--- src/rtl/btb_update_controller.sv ---
`default_nettype none
// ============================================================================
//  Module      : btb_update_controller
//  Description : Arbitrates resolved-branch updates from two requesters into
//                a single registered BTB write port, and runs a full-table
//                invalidation sweep on request.
//  Revision    : 1.0 - initial release
// ============================================================================
module btb_update_controller #(
    parameter int PC_SIZE     = 16,
    parameter int BTB_PC_BITS = 4
) (
    input  logic                          clk,
    input  logic                          rst,

    // Requester 0
    input  logic                          req0_valid,
    output logic                          req0_ready,
    input  logic [PC_SIZE-1:0]            req0_pc,
    input  logic                          req0_taken,
    input  logic [PC_SIZE-1:0]            req0_target,

    // Requester 1
    input  logic                          req1_valid,
    output logic                          req1_ready,
    input  logic [PC_SIZE-1:0]            req1_pc,
    input  logic                          req1_taken,
    input  logic [PC_SIZE-1:0]            req1_target,

    // Flush control
    input  logic                          flush_req,
    output logic                          flush_busy,

    // BTB write port
    output logic                          wr_en,
    output logic [BTB_PC_BITS-1:0]        wr_idx,
    output logic                          wr_entry_valid,
    output logic [PC_SIZE-BTB_PC_BITS-1:0] wr_tag,
    output logic                          wr_branch,
    output logic [PC_SIZE-1:0]            wr_target
);

    localparam int                     c_TAG_BITS = PC_SIZE - BTB_PC_BITS;
    localparam logic [BTB_PC_BITS-1:0] c_CNT_LAST = {BTB_PC_BITS{1'b1}};

    localparam logic [0:0] c_ST_IDLE  = 1'b0;
    localparam logic [0:0] c_ST_FLUSH = 1'b1;

    // ------------------------------------------------------------------------
    // State
    // ------------------------------------------------------------------------
    logic [0:0]             r_state;
    logic [BTB_PC_BITS-1:0] r_cnt;
    logic                   r_prefer1;     // 1: req1 wins the next tie
    logic                   r_flush_busy;

    logic                   r_wr_en;
    logic [BTB_PC_BITS-1:0] r_wr_idx;
    logic                   r_wr_entry_valid;
    logic [c_TAG_BITS-1:0]  r_wr_tag;
    logic                   r_wr_branch;
    logic [PC_SIZE-1:0]     r_wr_target;

    // ------------------------------------------------------------------------
    // Arbitration (combinational ready)
    // ------------------------------------------------------------------------
    logic               w_arb_open;
    logic               w_gnt0;
    logic               w_gnt1;
    logic               w_accept;
    logic [PC_SIZE-1:0] w_sel_pc;
    logic               w_sel_taken;
    logic [PC_SIZE-1:0] w_sel_target;

    // A flush request or reset closes the arbiter for the cycle so nothing
    // is accepted that the sweep would immediately overwrite.
    assign w_arb_open = !rst && (r_state == c_ST_IDLE) && !flush_req;

    // Lone requester always wins; on a tie the round-robin pointer decides.
    assign w_gnt0 = w_arb_open && req0_valid && (!req1_valid || !r_prefer1);
    assign w_gnt1 = w_arb_open && req1_valid && (!req0_valid ||  r_prefer1);
    assign w_accept = w_gnt0 || w_gnt1;

    assign w_sel_pc     = w_gnt1 ? req1_pc     : req0_pc;
    assign w_sel_taken  = w_gnt1 ? req1_taken  : req0_taken;
    assign w_sel_target = w_gnt1 ? req1_target : req0_target;

    assign req0_ready = w_gnt0;
    assign req1_ready = w_gnt1;

    // ------------------------------------------------------------------------
    // FSM, sweep counter, round-robin pointer and registered write port
    // ------------------------------------------------------------------------
    always_ff @(posedge clk) begin
        if (rst) begin
            r_state          <= c_ST_IDLE;
            r_cnt            <= '0;
            r_prefer1        <= 1'b0;
            r_flush_busy     <= 1'b0;
            r_wr_en          <= 1'b0;
            r_wr_idx         <= '0;
            r_wr_entry_valid <= 1'b0;
            r_wr_tag         <= '0;
            r_wr_branch      <= 1'b0;
            r_wr_target      <= '0;
        end else begin
            r_wr_en <= 1'b0;
            case (r_state)
                c_ST_IDLE: begin
                    if (flush_req) begin
                        r_state      <= c_ST_FLUSH;
                        r_cnt        <= '0;
                        r_flush_busy <= 1'b1;
                    end else if (w_accept) begin
                        r_wr_en          <= 1'b1;
                        r_wr_idx         <= w_sel_pc[BTB_PC_BITS-1:0];
                        r_wr_tag         <= w_sel_pc[PC_SIZE-1:BTB_PC_BITS];
                        r_wr_entry_valid <= 1'b1;
                        r_wr_branch      <= w_sel_taken;
                        r_wr_target      <= w_sel_target;
                        // The requester just served loses the next tie.
                        r_prefer1        <= w_gnt0;
                    end
                end
                c_ST_FLUSH: begin
                    // flush_req is deliberately ignored here: a sweep in
                    // progress is neither restarted nor extended.
                    r_wr_en          <= 1'b1;
                    r_wr_idx         <= r_cnt;
                    r_wr_tag         <= '0;
                    r_wr_entry_valid <= 1'b0;
                    r_wr_branch      <= 1'b0;
                    r_wr_target      <= '0;
                    r_cnt            <= r_cnt + 1'b1;
                    if (r_cnt == c_CNT_LAST) begin
                        r_state      <= c_ST_IDLE;
                        r_flush_busy <= 1'b0;
                    end
                end
                default: begin
                    r_state      <= c_ST_IDLE;
                    r_flush_busy <= 1'b0;
                end
            endcase
        end
    end

    assign flush_busy     = r_flush_busy;
    assign wr_en          = r_wr_en;
    assign wr_idx         = r_wr_idx;
    assign wr_entry_valid = r_wr_entry_valid;
    assign wr_tag         = r_wr_tag;
    assign wr_branch      = r_wr_branch;
    assign wr_target      = r_wr_target;

endmodule
`default_nettype wire

--- config.mk ---
export PLATFORM = sky130hd
export DESIGN_NAME = btb_update_controller
export DESIGN_NICKNAME = d
export VERILOG_FILES = /design/src/rtl/btb_update_controller.sv
export SDC_FILE = /design/constraint.sdc
export NUM_CORES = 1
export LEC_CHECK = 0
export CELL_PAD_IN_SITES_DETAIL_PLACEMENT = 0
export CELL_PAD_IN_SITES_GLOBAL_PLACEMENT = 1
export CORE_ASPECT_RATIO = 0.8
export CORE_UTILIZATION = 28
export CTS_CLUSTER_SIZE = 30
export DETAILED_ROUTE_END_ITERATION = 7
export PLACE_DENSITY_LB_ADDON = 0.05
export RECOVER_POWER = 100
export REMOVE_ABC_BUFFERS = 1
export SYNTH_ARGS = -nofsm -noshare
export SYNTH_HDL_FRONTEND = slang
export SYNTH_SLANG_ARGS = --single-unit
export TNS_END_PERCENT = 30
--- constraint.sdc ---
create_clock -name clk -period 1.5 [get_ports clk]
set_input_delay 0.3 -clock clk [delete_from_list [all_inputs] [get_ports clk]]
set_output_delay 0.3 -clock clk [all_outputs]
set_load 0.01 [all_outputs]
# Word-level counts from Yosys, hierarchy flattened
# Cells that the tools add are included.
[op_classes]
n_addsub = 1
mul = 0
div_mod_pow = 0
order_cmp = 0
eq_ne = 5
shifts = 0
muxes = 29
bitwise = 2
reduce_logical = 17
[ops]
columns = ["operator", "count"]
rows = [
  ["$mux 16", 4],
  ["$pmux 16 s2", 1],
  ["$mux 12", 2],
  ["$pmux 12 s2", 1],
  ["$pmux 4 s2", 2],
  ["$mux 4", 3],
  ["$mux 1", 11],
  ["$pmux 1 s2", 5],
  ["$logic_and 1x1->1", 6],
  ["$ne 2x2->1 const B", 3],
  ["$logic_not 1->1", 5],
  ["$add 4x1->4 const B", 1],
  ["$eq 4x4->1 const B", 1],
  ["$reduce_and 2->1", 2],
  ["$logic_or 1x1->1", 3],
  ["$reduce_and 3->1", 1],
  ["$ne 2x1->1 const B", 1],
  ["$not 1->1", 2],
]
[word_totals]
ff_bits = 42
latch_bits = 0
ram_bits = 0
mem_bits_ro = 0
input_bits = 71
out_inout_bits = 38
memories = 0

# Logic depth before layout (Yosys ltp)
# Gate-level depths: netlist (run 1).
[depth]
ltp_word = 9
ltp_mapped = 7
depth_no_buf = 4

# Worst setup path after synthesis (run 1)
# OpenSTA, ideal clock, no wires.
[synth_path]
path_type = "input port to flip-flop"
startpoint = "input rst"
endpoint = "register r_wr_target[5] (netlist: wr_target[5])"
setup_ns = 0.089
arrival_ns = 1.262
t_required_ns = 1.411
path_slack_ns = 0.149
stages = 7
n_path_buf = 3
cell_sequence = "buf_6 > nor3_4 > nor2b_1 > buf_4 > buf_6 > a21oi_1 > a311oi_2"
[synth_between]
elab_chain_len = 9
[synth_rtl]
columns = ["item", "line_no", "text"]
rows = [
  ["start, declared", "14", "input logic rst,"],
  ["$logic_not 1->1", "77", "assign w_arb_open = !rst && (r_state == c_ST_IDLE) && !flush_req;"],
  ["$logic_and 1x1->1 (2 in series)", "77", ""],
  ["$logic_and 1x1->1 (2 in series)", "81", "assign w_gnt1 = w_arb_open && req1_valid && (!req0_valid || r_prefer1);"],
  ["$mux 16", "86", "assign w_sel_target = w_gnt1 ? req1_target : req0_target;"],
  ["$mux 16", "114", "end else if (w_accept) begin"],
  ["$mux 16", "110", "if (flush_req) begin"],
  ["$pmux 16 s2", "108", "case (r_state)"],
  ["end signal, assigned", "120", "r_wr_target <= w_sel_target;"],
  ["end, declared", "62", "logic [PC_SIZE-1:0] r_wr_target;"],
]
# Several ways; a longest one is shown, not always the timed one. The select of a mux whose other input is x is not followed.
# A chain may end at the register's enable or synchronous reset.

# Worst setup path after layout (run 1)
[layout_path]
startpoint = "register r_flush_busy (netlist: flush_busy)"
endpoint = "output flush_busy"
[layout_rtl]
columns = ["item", "line_no", "text"]
rows = [
  ["start, declared", "55", "logic r_flush_busy;"],
  ["start signal, assigned", "99", "r_flush_busy <= 1'b0;"],
  ["start signal, assigned", "113", "r_flush_busy <= 1'b1;"],
  ["start signal, assigned", "137", "r_flush_busy <= 1'b0;"],
  ["end, declared", "32", "output logic flush_busy,"],
]
# No word-level cell between the ends.

==> reports/qor.yml, run 1 <==
core_area_um2: 7094
totalWireLength_mm: 6.706
rows: 27
power.leakage_uw: 0.001771
vias_per_cell: 4.815
synth_cell_types: 31
drive_above_1_share: 0.2155
antenna_cells: 0
synth_area_um2: 2116
initial_core_util: 0.2982
route.detailed.drc: 0
finalCriticalPeriod_ns: 1.452
r2r-start: "r_state"
maxCapViolCount: 0
wl_per_cell_um: 14.94
synthAdderAreaFrac: 0.005914
combPwrFrac: 0.284
yosysSeqAreaShare: 0.3974
fin_skew_ns: 0.004135
grt_max_degree: 30
syn2layout_area_growth_pct: 75.04
slew_viol_final: 0
synth-xor-area-share: 0
cp_num_buf_inv: 1
worst_ep_arrival_time_ns: 1.15
clk_path_buf_depth: 2
timing.fmax_mhz: 688.9
clkSlewWorstSetupHoldPaths_ns: 0.08
io_pins: 109
pwr-share-clk: 0.261
cts_tree: "done"
grt_pass1_vias: 2180
synth_warnings: 0
holdCritStartpoint: "wr_entry_valid"
synthMuxAreaShare: 0.02365
synth-compound-area-share: 0.3365
final_cells: 449
netlist_instances: 234
syn_area_per_cell_um2: 9.042
critPathLaunch: "flush_busy"
hold_violations: 0
fillCellCount: 692
critical-path-top-delay-family: "buffers and inverters"
register_area_um2: 842.1
power_switching_uw: 725.8
postRouteAntennaNets: 0
rsz0062_at_grt: "yes"
cts.sinks: 42
max_slew.worst_pin.slew_ns: 0.5461
fin_nets: 434
cts_hold_buf: 0
fin_crit_sh: 0.9677
cts_made_buffers: 5
power_density_nw_per_um2: 714.5
drt_iter0_drc: 54
cp.required_ns: 1.20
worstSetupPathType: "reg -> out"
synth_top_family_by_area: "compound AO/OA/AOI/OAI gates"
p_total_uw: 2646
multi_input_area_um2: 1139
outcome: "completed"
cp-end-kind: "output port"
firstDrtPassIters: 4
setup_viol: 0
insertion_delay_ns: 0.28
grt_usage: 0.1744
grt_pass1_wl_mm: 10.81
hp-class: "reg -> reg"
grt_overflow_total: 0
p_int_uw: 1920
start_kind: "register"
io_buffers: 108
dieArea_um2: 7910
seq_power_share: 0.455
cp_slowest_cell: "clkdlybuf4s50_1"
critPathMaxStageDelay_ns: 0.53
ys_ff_latch: 42
htree_levels: 2
gp_congestion: 0.7087
synthSimpleGateAreaFrac: 0.1638
max_slew_margin: 0.6321
dp.cells: 436
crit_chain: "clkdlybuf4s50_1"
max-vdd-ir-drop_v: 0.0003205
die_y_um: 79.75
hold_ws_ns: 0.4999
swShare: 0.2743
vias: 2162
die_w_um: 99.19
critPathMaxFanout: 2
root_buffer: "clkbuf_8"
antenna_found_initial: 0
hpwl_mm: 4.595
==> area by class of cell <==
| cell class | count | share of cell area |
|---|---|---|
| inverter | 6 | 0.006081 |
| sequential | 42 | 0.2274 |
| multi-input combinational | 164 | 0.3074 |
| clock buffer | 7 | 0.02061 |
| timing repair buffer | 143 | 0.4091 |
| tap | 87 | 0.02939 |
==> sequential cells by signal, summed over array words and instances (netlist names) <==
register,cells
r_state,1
wr_branch,1
wr_idx,4
wr_en,1
flush_busy,1
wr_entry_valid,1
wr_tag,12
wr_target,16
r_prefer1,1
r_cnt,4
==> path summary, 6_finish.rpt <==
check              endpoint  slack [ns]  cells past startpoint
max              flush_busy        0.05                      1
min reg2reg  wr_entry_valid        0.50                      2
min          wr_entry_valid        0.50                      2
max reg2reg       wr_tag[7]        0.06                      7
==> kinds of logic (layout without fill, tap and decap cells) <==
logic type / Yosys count / after routing
compound gates: 76 / 76
simple gates: 82 / 82
mux: 5 / 5
buf+inv: 28 / 156
flops: 42 / 42
fa+ha+maj: 1 / 1
==> synthesized netlist by cell type <==
| cell type | count | area share |
|---|---|---|
| a2111oi_2 | 1 | 0.0071 |
| a211oi_1 | 1 | 0.0035 |
| a21oi_1 | 35 | 0.083 |
| a22oi_1 | 1 | 0.0035 |
| a311oi_1 | 1 | 0.0041 |
| a311oi_2 | 29 | 0.21 |
| a31oi_1 | 1 | 0.0030 |
| a41oi_1 | 1 | 0.0041 |
| and2_1 | 1 | 0.0030 |
| and3_1 | 1 | 0.0030 |
| buf_2 | 3 | 0.0071 |
| buf_4 | 4 | 0.014 |
| buf_6 | 4 | 0.021 |
| clkbuf_1 | 11 | 0.020 |
| clkinv_1 | 1 | 0.0018 |
| dfxtp_1 | 42 | 0.40 |
| ha_1 | 1 | 0.0059 |
| inv_1 | 5 | 0.0089 |
| mux2i_1 | 5 | 0.024 |
| nand2_1 | 62 | 0.11 |
| nand4_1 | 1 | 0.0030 |
| nor2_1 | 9 | 0.016 |
| nor2b_1 | 1 | 0.0030 |
| nor3_1 | 2 | 0.0047 |
| nor3_4 | 1 | 0.0077 |
| nor3b_1 | 3 | 0.011 |
| o21a_1 | 1 | 0.0035 |
| o21ai_0 | 1 | 0.0024 |
| o21ai_2 | 1 | 0.0041 |
| o221ai_1 | 3 | 0.012 |
| or3_1 | 1 | 0.0030 |
==> metal layers <==
metal  vias up  track usage  routed length, µm
met3         6      0.04466                435
met4         0      0.04559                 82
li1       1101            -                  -
met1       984       0.2316               3237
met2        71       0.2818               2950
met5         -            0                  0
==> placed cells by master, fill, tap and decap left out, drive strengths merged, types with 2 or more instances in the layout <==
cell type	synthesis	routed
a21oi	35	35
a311oi	30	30
buf	11	36
clkbuf	11	9
clkdlybuf4s50	0	75
dfxtp	42	42
dlygate4sd2	0	4
dlymetal6s2s	0	25
inv	5	5
mux2i	5	5
nand2	62	62
nor2	9	9
nor3	3	3
nor3b	3	3
o21ai	2	2
o221ai	3	3
==> stage by stage <==
step           instance area [µm²]  utilization  worst slack (ns)  setup TNS [ns]
2_1_floorplan                 1984            -            -2.461          -76.65
3_3_place_gp                  3432       0.4838           -0.4185          -13.12
3_5_place_dp                  3432       0.4838           -0.4232          -13.62
4_1_cts                       3561       0.5019          -0.02265         -0.1068
5_1_grt                       3704       0.5220          -0.02601        -0.05048
6_report                      3704       0.5220           0.04840               0
==> worst min-delay path, delay by kind of cell, from the launching register on <==
kind,cells,cell delay [ns]
flip-flops,1,0.33
AO/OA/AOI/OAI,1,0.06
AND/OR/NAND/NOR,1,0.07
==> power groups by stage <==
stage          clock network, µW  registers [µW]  logic (µW)
6_report                     691            1200         752
2_1_floorplan                  0            1260         245
5_1_grt                      778            1210         816
3_3_place_gp                   0            1230         725
3_5_place_dp                   0            1230         728
4_1_cts                      723            1200         747
==> what timing repair did <==
action,in CTS,in global routing
resized for setup,16,32
pin swaps,1,11
gates cloned,1,2
setup buffers,1,2
endpoints found under the setup margin,37,59
Power figures use the tool's default switching activity.
==> run 2, diff against run 1 <==
--- a/config.mk
+++ b/config.mk
@@ -8,7 +8,8 @@
 export CELL_PAD_IN_SITES_DETAIL_PLACEMENT = 0
 export CELL_PAD_IN_SITES_GLOBAL_PLACEMENT = 1
 export CORE_ASPECT_RATIO = 0.8
-export CORE_UTILIZATION = 28
+export CORE_MARGIN = 4
+export CORE_UTILIZATION = 30
 export CTS_CLUSTER_SIZE = 30
 export DETAILED_ROUTE_END_ITERATION = 7
 export PLACE_DENSITY_LB_ADDON = 0.05
==> constraint.sdc (replaced) <==
create_clock -name clk -period 1.7 [get_ports clk]
set_input_delay 0.34 -clock clk [delete_from_list [all_inputs] [get_ports clk]]
set_output_delay 0.34 -clock clk [all_outputs]
set_load 0.01 [all_outputs]
==> reports/qor.yml, run 2 (synthesis results as in run 1) <==
outcome: "completed"  # unchanged
final_cell_mix: "clkdlybuf4s50_1, nand2_1, dfxtp_1"  # unchanged
cp_slowest_cell: "clkdlybuf4s50_1"  # unchanged
die_w_um: 101.9  # was 99.19 µm
cts_tree: "done"  # unchanged
pwr-share-clk: 0.320  # was 0.261
crit_chain: "clkdlybuf4s50_1 > o21a_1 > and2_1 > clkbuf_1"  # was clkdlybuf4s50_1
cts_setup_buffers: 0  # was 1
power.leakage_uw: 0.001379  # was 0.001771 µW
route.detailed.drc: 0  # unchanged
final_util: 0.5120  # was 0.5220
cts_made_buffers: 5  # unchanged
cts.sinks: 42  # unchanged
vias_per_cell: 4.817  # was 4.815
rows: 27  # unchanged
grt_overflow_total: 0  # unchanged
grt_pass1_wl_mm: 10.44  # was 10.81 mm
max_slew_margin: 0.7399  # was 0.6321
cts_hold_buf: 0  # unchanged
r2r-start: "r_state"  # unchanged
cp_num_buf_inv: 2  # was 1
maxCapViolCount: 0  # unchanged
slew_viol_final: 0  # unchanged
power_switching_uw: 655.5  # was 725.8 µW
firstDrtPassIters: 4  # unchanged
place_area_um2: 3417  # was 3432 µm²
clkSlewWorstSetupHoldPaths_ns: 0.08  # about the same
drt_iter0_drc: 66  # was 54
holdCritStartpoint: "wr_entry_valid"  # unchanged
cp-end-kind: "output port"  # unchanged
gp_congestion: 0.7666  # was 0.7087
max_slew.worst_pin.slew_ns: 0.3901  # was 0.5461 ns
seq_power_share: 0.432  # was 0.455
postRouteAntennaNets: 0  # unchanged
wl_per_cell_um: 14.95  # was 14.94 µm
dieArea_um2: 8469  # was 7910 µm²
setup_viol: 0  # unchanged
hold_ws_ns: 0.4862  # was 0.4999 ns
io_pins: 109  # unchanged
fin_crit_sh: 0.9514
fin_nets: 426  # was 434
swShare: 0.2667  # was 0.2743
p_int_uw: 1803  # was 1920 µW
clk_path_buf_depth: 2  # unchanged
initial_core_util: 0.3085  # was 0.2982
hpwl_mm: 4.691  # was 4.595 mm
largest_register_ffs: 16  # unchanged
dp.cells: 434  # was 436
critPathMaxFanout: 3  # was 2
rsz0062_at_grt: "no"  # was yes
mostFrequentLayoutCell: "clkdlybuf4s50_1"  # unchanged
hold_violations: 0  # unchanged
syn2layout_area_growth_pct: 65.94  # was 75.04%
grt_usage: 0.1546  # was 0.1744
core_area_um2: 6858  # was 7094 µm²
final_area_um2: 3511  # was 3704 µm²
grt_pass1_vias: 2164  # was 2180
worstSetupPathType: "in -> out"  # was reg -> out
combPwrFrac: 0.248  # was 0.284
root_buffer: "clkbuf_8"  # unchanged
hp-class: "reg -> reg"  # unchanged
htree_levels: 2  # unchanged
io_buffers: 108  # unchanged
critPathLaunch: "req1_valid"  # was flush_busy
final_cells: 442  # was 449
insertion_delay_ns: 0.29  # was 0.28 ns
antenna_found_initial: 0  # unchanged
critPathMaxStageDelay_ns: 0.51  # was 0.53 ns
die_y_um: 83.12  # was 79.75 µm
finalCriticalPeriod_ns: 1.617
vias: 2129  # was 2162
drive_above_1_share: 0.1915  # was 0.2155
cp.required_ns: 1.36  # was 1.20 ns
power_density_nw_per_um2: 700.2  # was 714.5 nW/µm²
totalWireLength_mm: 6.610  # was 6.706 mm
critical-path-top-delay-family: "buffers and inverters"  # unchanged
start_kind: "input pin"  # was register
fin_skew_ns: 0.007283  # was 0.004135 ns
antenna_cells: 0  # unchanged
timing.fmax_mhz: 618.3
worst_ep_arrival_time_ns: 1.28  # was 1.15 ns
grt_max_degree: 42  # was 30
max-vdd-ir-drop_v: 0.0003119  # was 0.0003205 V
## run 2: through the flow
stage | setup slack [ns] | total power [µW] | setup TNS, ns
after floorplan | -2.261 | 1326 | -69.69
after global placement | -0.2914 | 1721 | -6.106
after detailed placement | -0.3175 | 1724 | -7.109
after CTS | 0.004562 | 2518 | 0
after global routing | 0.01500 | 2585 | 0
final | 0.08264 | 2458 | 0
## run 2: power by group through the flow
stage | logic, µW | registers, µW | clock network (µW)
floorplan | 217 | 1110 | 0
global placement | 634 | 1090 | 0
detailed placement | 637 | 1090 | 0
CTS | 639 | 1060 | 815
global route | 664 | 1070 | 852
finish | 609 | 1060 | 787
## run 2: worst min-delay path, cell delays in order (launching register included)
cell and delay [ns]:
dfxtp_1 0.33, a21oi_1 0.06, nor2_1 0.07
## run 2: cell type report
cell class                 instances  area, µm²
fill                             658       3347
clock buffer                       5      68.82
sequential                        42      840.8
tap                               87      108.9
multi-input combinational        164       1131
inverter                           6      22.52
timing repair buffer             135       1299
clock inverter                     3      40.04
## run 2: repair_timing
item                                   4_1_cts  5_1_grt
resized for setup                            6        3
endpoints found under the hold margin        0        0
setup endpoints to repair                    2        5
## run 2: final timing paths
kind         slack (ns)        endpoint  depth (start not counted)
max                0.08      req1_ready                          4
min                0.49  wr_entry_valid                          2
max reg2reg        0.24   wr_target[14]                          6
min reg2reg        0.49  wr_entry_valid                          2
## run 2: per-layer routing
| layer | share of wire | vias to the layer above | GRT usage | wire [µm] |
|---|---|---|---|---|
| met3 | 0.10 | 5 | 0.05709 | 672 |
| li1 | - | 1084 | - | - |
| met1 | 0.44 | 969 | 0.1923 | 2884 |
| met5 | 0 | - | 0 | 0 |
| met4 | 0.0068 | 0 | 0.03218 | 45 |
| met2 | 0.45 | 71 | 0.2553 | 3007 |
